<file path="config.mk">
export PLATFORM = sky130hd
export DESIGN_NAME = ptr_chase_engine
export DESIGN_NICKNAME = d
export VERILOG_FILES = /design/src/rtl/ptr_chase_engine_pkg.sv /design/src/rtl/ptr_chase_engine_fifo.sv /design/src/rtl/ptr_chase_engine.sv
export SDC_FILE = /design/constraint.sdc
export NUM_CORES = 2
export LEC_CHECK = 0
export CAP_MARGIN = 20
export CELL_PAD_IN_SITES_DETAIL_PLACEMENT = 0
export CELL_PAD_IN_SITES_GLOBAL_PLACEMENT = 2
export CORE_UTILIZATION = 46
export CTS_BUF_LIST = sky130_fd_sc_hd__clkbuf_4
export CTS_CLUSTER_SIZE = 12
export DETAILED_ROUTE_END_ITERATION = 7
export PLACE_DENSITY_LB_ADDON = 0.1
export SLEW_MARGIN = 20
export SYNTH_ARGS = -nofsm -noshare
export SYNTH_HDL_FRONTEND = slang
export SYNTH_SLANG_ARGS = --single-unit
export TNS_END_PERCENT = 50
</file>
<file path="constraint.sdc">
create_clock -name clk -period 5.6 [get_ports clk]
set_clock_uncertainty 0.2 [all_clocks]
set_input_delay 0.56 -clock clk [delete_from_list [all_inputs] [get_ports clk]]
set_output_delay 0.56 -clock clk [all_outputs]
set_load 0.1 [all_outputs]
</file>
<file path="src/rtl/ptr_chase_engine_pkg.sv">
// Shared definitions for the pointer-chase engine: FSM encoding, pointer
// stride and the default parameter values used by the top level.
package ptr_chase_engine_pkg;

  typedef enum logic [1:0] {
    ST_IDLE = 2'd0,
    ST_SEED = 2'd1,
    ST_RUN  = 2'd2
  } state_e;

  // Seed table entries are 64-bit pointers.
  localparam int PTR_STRIDE = 8;
  localparam int PTR_SHIFT  = 3;

  localparam int DEF_MAX_THREADS  = 256;
  localparam int DEF_FIFO_DEPTH   = 32;
  localparam int DEF_AFULL_MARGIN = 4;
  localparam int DEF_ADDR_W       = 48;
  localparam int DEF_TAG_W        = 32;

endpackage

</file>
<file path="src/rtl/ptr_chase_engine_fifo.sv">
// Reissue queue: first-word-fall-through FIFO holding {tag, next address}
// pairs waiting to be sent back to the memory controller.
module ptr_chase_engine_fifo #(
  parameter int DEPTH = 32,
  parameter int WIDTH = 80
) (
  input  logic                     clk,
  input  logic                     r_reset,
  input  logic                     wr_en,
  input  logic [WIDTH-1:0]         wr_data,
  input  logic                     rd_en,
  output logic [WIDTH-1:0]         rd_data,
  output logic [$clog2(DEPTH):0]   count,
  output logic                     empty,
  output logic                     full
);

  localparam int PTR_W = $clog2(DEPTH);
  localparam int CNT_W = PTR_W + 1;

  logic [WIDTH-1:0] mem [DEPTH];
  logic [PTR_W-1:0] wr_ptr;
  logic [PTR_W-1:0] rd_ptr;
  logic             wr_fire;
  logic             rd_fire;

  assign empty   = (count == '0);
  assign full    = (count == CNT_W'(DEPTH));
  assign rd_fire = rd_en && !empty;
  // A pop in the same cycle frees the slot a full queue would otherwise refuse.
  assign wr_fire = wr_en && (!full || rd_fire);
  assign rd_data = mem[rd_ptr];

  // Storage array: data only, never reset.
  always_ff @(posedge clk) begin
    if (wr_fire) begin
      mem[wr_ptr] <= wr_data;
    end
  end

  // Pointer and occupancy bookkeeping; reset flushes the queue.
  always_ff @(posedge clk) begin
    if (r_reset) begin
      wr_ptr <= '0;
      rd_ptr <= '0;
      count  <= '0;
    end else begin
      if (wr_fire) begin
        wr_ptr <= wr_ptr + 1'b1;
      end
      if (rd_fire) begin
        rd_ptr <= rd_ptr + 1'b1;
      end
      case ({wr_fire, rd_fire})
        2'b10:   count <= count + 1'b1;
        2'b01:   count <= count - 1'b1;
        default: count <= count;
      endcase
    end
  end

endmodule

</file>
<file path="src/rtl/ptr_chase_engine.sv">
// Pointer-chase engine: seeds N threads from a pointer table, then reissues a
// load for every returned pointer until the shared hop budget is spent.
module ptr_chase_engine
  import ptr_chase_engine_pkg::*;
#(
  parameter int MAX_THREADS  = DEF_MAX_THREADS,
  parameter int FIFO_DEPTH   = DEF_FIFO_DEPTH,
  parameter int AFULL_MARGIN = DEF_AFULL_MARGIN,
  parameter int ADDR_W       = DEF_ADDR_W,
  parameter int TAG_W        = DEF_TAG_W
) (
  input  logic                         clk,
  input  logic                         r_reset,
  input  logic                         start,
  output logic                         idle,
  output logic                         done,
  input  logic [ADDR_W-1:0]            base_address,
  input  logic [$clog2(MAX_THREADS):0] num_threads,
  input  logic [31:0]                  hop_budget,
  input  logic                         null_stop_en,
  output logic                         mc_req_ld,
  output logic [ADDR_W-1:0]            mc_req_vadr,
  output logic [TAG_W-1:0]             mc_req_rdctl,
  input  logic                         mc_rd_rq_stall,
  input  logic                         mc_rsp_push,
  input  logic [TAG_W-1:0]             mc_rsp_rdctl,
  input  logic [63:0]                  mc_rsp_data,
  output logic                         mc_rsp_stall,
  output logic [31:0]                  hops_done
);

  localparam int NT_W  = $clog2(MAX_THREADS) + 1;
  localparam int OUT_W = NT_W + 1;
  localparam int CNT_W = $clog2(FIFO_DEPTH) + 1;
  localparam int Q_W   = ADDR_W + TAG_W;
  localparam logic [CNT_W-1:0] AFULL_LEVEL = CNT_W'(FIFO_DEPTH - AFULL_MARGIN);

  // Limit the requested seed count to the number of supported threads.
  function automatic logic [NT_W-1:0] clamp_threads(input logic [NT_W-1:0] n);
    return (n > NT_W'(MAX_THREADS)) ? NT_W'(MAX_THREADS) : n;
  endfunction

  // Budget decrement that sticks at zero.
  function automatic logic [31:0] sat_dec(input logic [31:0] b);
    return (b == 32'd0) ? 32'd0 : b - 32'd1;
  endfunction

  state_e            state;
  logic [ADDR_W-1:0] base_q;
  logic [NT_W-1:0]   nthr_q;
  logic              null_en_q;
  logic [31:0]       budget_q;
  logic [NT_W-1:0]   seed_idx;
  logic [OUT_W-1:0]  outstanding;

  logic              stall_p1;
  logic              rsp_vld_p1;
  logic [TAG_W-1:0]  rsp_tag_p1;
  logic [ADDR_W-1:0] rsp_data_p1;

  logic [Q_W-1:0]    fifo_wr_data;
  logic [Q_W-1:0]    fifo_rd_data;
  logic [CNT_W-1:0]  fifo_count;
  logic              fifo_empty;
  logic              fifo_full;

  logic              cap;
  logic [NT_W-1:0]   nthr_clamped;
  logic              rsp_null;
  logic              push_ok;
  logic              pop;
  logic              seed_fire;
  logic              issue;
  logic [ADDR_W-1:0] issue_addr;
  logic [TAG_W-1:0]  issue_tag;
  logic              run_drained;
  logic              rsp_data_unused;

  // Only the low ADDR_W bits of a returned pointer are meaningful.
  assign rsp_data_unused = ^{mc_rsp_data[63:ADDR_W], fifo_full};

  assign cap          = (state == ST_IDLE) && start;
  assign nthr_clamped = clamp_threads(num_threads);
  assign rsp_null     = null_en_q && (rsp_data_p1 == '0);
  assign push_ok      = rsp_vld_p1 && (state != ST_IDLE) && (budget_q != 32'd0) && !rsp_null;
  assign pop          = (state == ST_RUN) && !fifo_empty && !stall_p1;
  assign seed_fire    = (state == ST_SEED) && !stall_p1;
  assign issue        = pop || seed_fire;
  assign issue_addr   = pop ? fifo_rd_data[ADDR_W-1:0]
                            : base_q + (ADDR_W'(seed_idx) << PTR_SHIFT);
  assign issue_tag    = pop ? fifo_rd_data[Q_W-1:ADDR_W] : TAG_W'(seed_idx);
  assign fifo_wr_data = {rsp_tag_p1, rsp_data_p1};
  assign run_drained  = (state == ST_RUN) && (outstanding == '0) && fifo_empty && !rsp_vld_p1;

  assign idle         = (state == ST_IDLE) && !start;
  assign mc_rsp_stall = (state == ST_SEED) || (fifo_count >= AFULL_LEVEL);

  ptr_chase_engine_fifo #(
    .DEPTH (FIFO_DEPTH),
    .WIDTH (Q_W)
  ) u_fifo (
    .clk     (clk),
    .r_reset (r_reset),
    .wr_en   (push_ok),
    .wr_data (fifo_wr_data),
    .rd_en   (pop),
    .rd_data (fifo_rd_data),
    .count   (fifo_count),
    .empty   (fifo_empty),
    .full    (fifo_full)
  );

  // Stage p1: register MC backpressure and the response valid; stray
  // responses while idle are dropped here.
  always_ff @(posedge clk) begin
    if (r_reset) begin
      stall_p1   <= 1'b0;
      rsp_vld_p1 <= 1'b0;
    end else begin
      stall_p1   <= mc_rd_rq_stall;
      rsp_vld_p1 <= mc_rsp_push && (state != ST_IDLE);
    end
  end

  // Stage p1: response payload, carried without reset.
  always_ff @(posedge clk) begin
    rsp_tag_p1  <= mc_rsp_rdctl;
    rsp_data_p1 <= mc_rsp_data[ADDR_W-1:0];
  end

  // Run configuration latched on launch.
  always_ff @(posedge clk) begin
    if (cap) begin
      base_q    <= base_address;
      nthr_q    <= nthr_clamped;
      null_en_q <= null_stop_en;
    end
  end

  // Run counters: loads in flight, responses seen and remaining hop budget.
  always_ff @(posedge clk) begin
    if (r_reset) begin
      outstanding <= '0;
      hops_done   <= '0;
      budget_q    <= '0;
    end else if (cap) begin
      outstanding <= '0;
      hops_done   <= '0;
      budget_q    <= hop_budget;
    end else begin
      if (issue && !rsp_vld_p1) begin
        outstanding <= outstanding + 1'b1;
      end else if (!issue && rsp_vld_p1) begin
        outstanding <= outstanding - 1'b1;
      end
      if (rsp_vld_p1) begin
        hops_done <= hops_done + 32'd1;
      end
      if (push_ok) begin
        budget_q <= sat_dec(budget_q);
      end
    end
  end

  // Control FSM with registered request and completion outputs.
  always_ff @(posedge clk) begin
    if (r_reset) begin
      state        <= ST_IDLE;
      seed_idx     <= '0;
      mc_req_ld    <= 1'b0;
      mc_req_vadr  <= '0;
      mc_req_rdctl <= '0;
      done         <= 1'b0;
    end else begin
      mc_req_ld <= issue;
      done      <= 1'b0;
      if (issue) begin
        mc_req_vadr  <= issue_addr;
        mc_req_rdctl <= issue_tag;
      end
      case (state)
        ST_IDLE: begin
          if (start) begin
            seed_idx <= '0;
            state    <= (nthr_clamped == '0) ? ST_RUN : ST_SEED;
          end
        end
        ST_SEED: begin
          if (seed_fire) begin
            seed_idx <= seed_idx + 1'b1;
            if (seed_idx == nthr_q - NT_W'(1)) begin
              state <= ST_RUN;
            end
          end
        end
        ST_RUN: begin
          if (run_drained) begin
            done  <= 1'b1;
            state <= ST_IDLE;
          end
        end
        default: begin
          state <= ST_IDLE;
        end
      endcase
    end
  end

endmodule

</file>
==> flow_summary.toml <==
[run_status]
status = "complete, no violations"

[run]
max-cap-violations = 0

[power_and_ir_drop]
peakVddDrop_mv = 0.167
pwr-share-comb_pct = 2.7
p_sw_share_pct = 21.4
power_density_mw_per_mm2 = 332
power_switching_w = 0.00933
seqPwrFrac_pct = 54.5
p_int_w = 0.0343
p_leak_nw = 41.7
clkPwrFrac_pct = 42.8

[route]
detail_route.vias_per_cell = 5.67
drt_iter0_markers = 5459
drt-total-wl_um = 297000
wl_per_cell_um = 29.4
vias = 57300
dr.pass1.iters = 8
ant_nets = 0
route.detailed.drc = 0

[place]
gp_congestion = 0.775
dpl.hpwl_um = 157000
port_buffers = 290
place_area_mm2 = 0.119
place_ws_ns = 0.666

[critical_path]
criticalPathCategory = "reg -> reg"
reg2reg_from = "rsp_vld_p1$_SDFF_PP0_"
cp_data_arrival_time_ns = 5.64
critPathMaxFanout = 41
rr_worst_depth = 8
reg2reg_to = "u_fifo.mem[7][78]$_DFFE_PP_"
rrSetupSlack_ns = 0.74
cp-start-kind = "flop"
cp.required_ns = 6.38
cp-end-kind = "flop"

[floorplanning]
start_util_pct = 46.2
die_h_um = 491
num_rows = 179
ios = 307
die-area_mm2 = 0.241
coreArea_mm2 = 0.238
die_w_um = 491

[clocking]
htreeDepth = 6
cts_buffer_depth = 4
clock_latency_ns = 1.42
tritoncts = "built"
cts_buffers = 753
cts_setup_buffers = 0
cts.sinks = 2888
clk_pin_slew_ns = 0.07
cts_root_buf = "clkbuf_4"

[synth]
seq_area_frac_synth_pct = 76.5
synth_enable_flop_cells = 2618
ys_warn_count = 0
synthesis.nets = 5268
async_reset_ff_share_pct = 0
synth_ff_type = "edfxtp_1"
synth_cell_types = 75
synth_cells = 5042
yosys_register_bits = 2888
syn_area_mm2 = 0.110
avgSynthCellArea_um2 = 21.8

[global_routing]
gr-total-overflow = 0
grt_max_degree = 81
antenna_found_initial = 20
grt_pass1_vias = 59600
grt_pass1_wl_um = 423000
track_usage_pct = 24.7

[sta]
report.final.setup_viol = 0
rsz0062_at_grt = "false"
fmax_mhz = 206
relSlewSlack_pct = 25.1
holdWs_ns = 0.157
tightest_slew_ns = 1.12
hold_violations = 0
post-route-period-util_pct = 86.8
finalMaxSlewViolations = 0
min_period_ns = 4.86
fin_tns_setup_ns = 0
layout_setup_ws_ns = 0.739

[hold_path]
min_to = "rsp_data_p1[14]$_DFF_P_"
hp-start = "mc_rsp_data[14]"
whs_path_depth = 2
hold_path.class = "in -> reg"

[layout]
drive_gt1_share_pct = 33.2
fin_area_mm2 = 0.132
nNetsFinal = 6577
syn_to_final_growth_pct = 19.8
-- cell type report --
cell class	count	area [um^2]
Antenna cell	12	30.0
Clock buffer	1160	8710
Clock inverter	173	1190
Fill cell	18500	106000
Inverter	34	141
Multi-Input combinational cell	1872	25000
Sequential cell	2888	84000
Tap cell	3167	3960
Timing Repair Buffer	802	8590
-- stage by stage --
step	instances	utilization [%]	total power (W)
6_report	10100	55.4	0.0437
4_1_cts	10100	55.4	0.0442
3_5_place_dp	8450	49.9	0.0253
5_1_grt	10100	55.4	0.0454
2_1_floorplan	5042	-	0.0248
3_3_place_gp	8448	49.9	0.0252
-- logic make-up after synthesis --
group	Yosys count	share of synthesized area (%)
simple gates	566	2.50
fa+ha+maj	35	0.419
xor+xnor	103	0.821
compound gates	312	1.90
mux	856	16.8
buf+inv	282	1.04
flops	2888	76.5
-- worst max-delay path by stage --
stage | from | endpoint | slack [ns] | cells after the start
after floorplan | rsp_data_p1[36]$_DFF_P_ | u_fifo.mem[22][0]$_DFFE_PP_ | -0.23 | 6
after global routing | rsp_vld_p1$_SDFF_PP0_ | u_fifo.mem[7][78]$_DFFE_PP_ | 0.61 | 8
final | rsp_vld_p1$_SDFF_PP0_ | u_fifo.mem[7][78]$_DFFE_PP_ | 0.74 | 8
after detailed placement | rsp_data_p1[38]$_DFF_P_ | u_fifo.mem[3][60]$_DFFE_PP_ | 0.67 | 8
after global placement | rsp_vld_p1$_SDFF_PP0_ | u_fifo.mem[3][60]$_DFFE_PP_ | 0.73 | 8
after CTS | rsp_data_p1[38]$_DFF_P_ | u_fifo.mem[3][68]$_DFFE_PP_ | 0.61 | 8
-- critical path: stages, from the launching register on --
cell     delay, ns
dfxtp_1       0.52
inv_1         0.23
nor2_1        0.73
o41ai_4       0.31
buf_4         0.27
nor3_4        0.52
nand2_2       0.41
nor2_4        0.71
buf_12        0.42
-- per-layer routing --
metal,wire [um],GRT usage [%],share of wire [%]
met3,23800,6.38,8.0
met4,6030,7.30,2.0
met2,142000,38.7,48
met5,31,0,0.010
met1,125000,34.3,42
-- synthesized netlist by cell type, types with 26 or more instances --
cell      instances  area (um^2)
clkbuf_1        132          495
ha_1             32          400
nor3_1           44          220
nand2_1         136          510
o21ai_0          54          270
xor2_1           56          490
inv_1            32          120
nor2b_1          26          163
nand3_1          35          175
xnor2_1          47          412
nor2_1          184          691
buf_1            55          206
o22ai_1          29          181
mux2i_1          57          571
a211oi_1         43          323
buf_2            59          295
a21oi_1          74          370
mux4_2          793        17900
edfxtp_1       2618        78600
dfxtp_1         270         5410
-- registers in the layout, summed over array words and instances, names as in the netlist, 5 cells and up, named ones only --
signal	cells
base_q	48
budget_q	32
hops_done	32
mc_req_rdctl	32
mc_req_vadr	48
nthr_q	9
outstanding	10
rsp_data_p1	48
rsp_tag_p1	32
seed_idx	9
u_fifo.count	6
u_fifo.mem	2560
u_fifo.rd_ptr	5
u_fifo.wr_ptr	5
-- cells in the final DEF, fill, tap and decap left out, types with 84 or more instances in the layout --
cell type and instances:
edfxtp_1 2618, nor2_1 152, dfxtp_1 264, nand2_1 134, clkinv_1 121, buf_4 117
dlygate4sd3_1 311, buf_12 84, clkbuf_4 1160, clkdlybuf4s50_1 289, mux4_2 793
-- power groups by stage --
stage | combinational [W] | clock, W | sequential (W)
after floorplan | 0.000321 | 0 | 0.0244
after global placement | 0.000998 | 0 | 0.0243
after detailed placement | 0.00101 | 0 | 0.0243
after CTS | 0.00119 | 0.0192 | 0.0238
after global routing | 0.00126 | 0.0203 | 0.0238
final | 0.00118 | 0.0187 | 0.0238
-- timing repair --
item                                   in CTS  in global routing
hold buffers                              312                  0
endpoints found under the hold margin     304                  0
resized for setup                           0                  0
setup endpoints to repair                   0                  0
No activity file was read; power rests on OpenSTA's default activity.
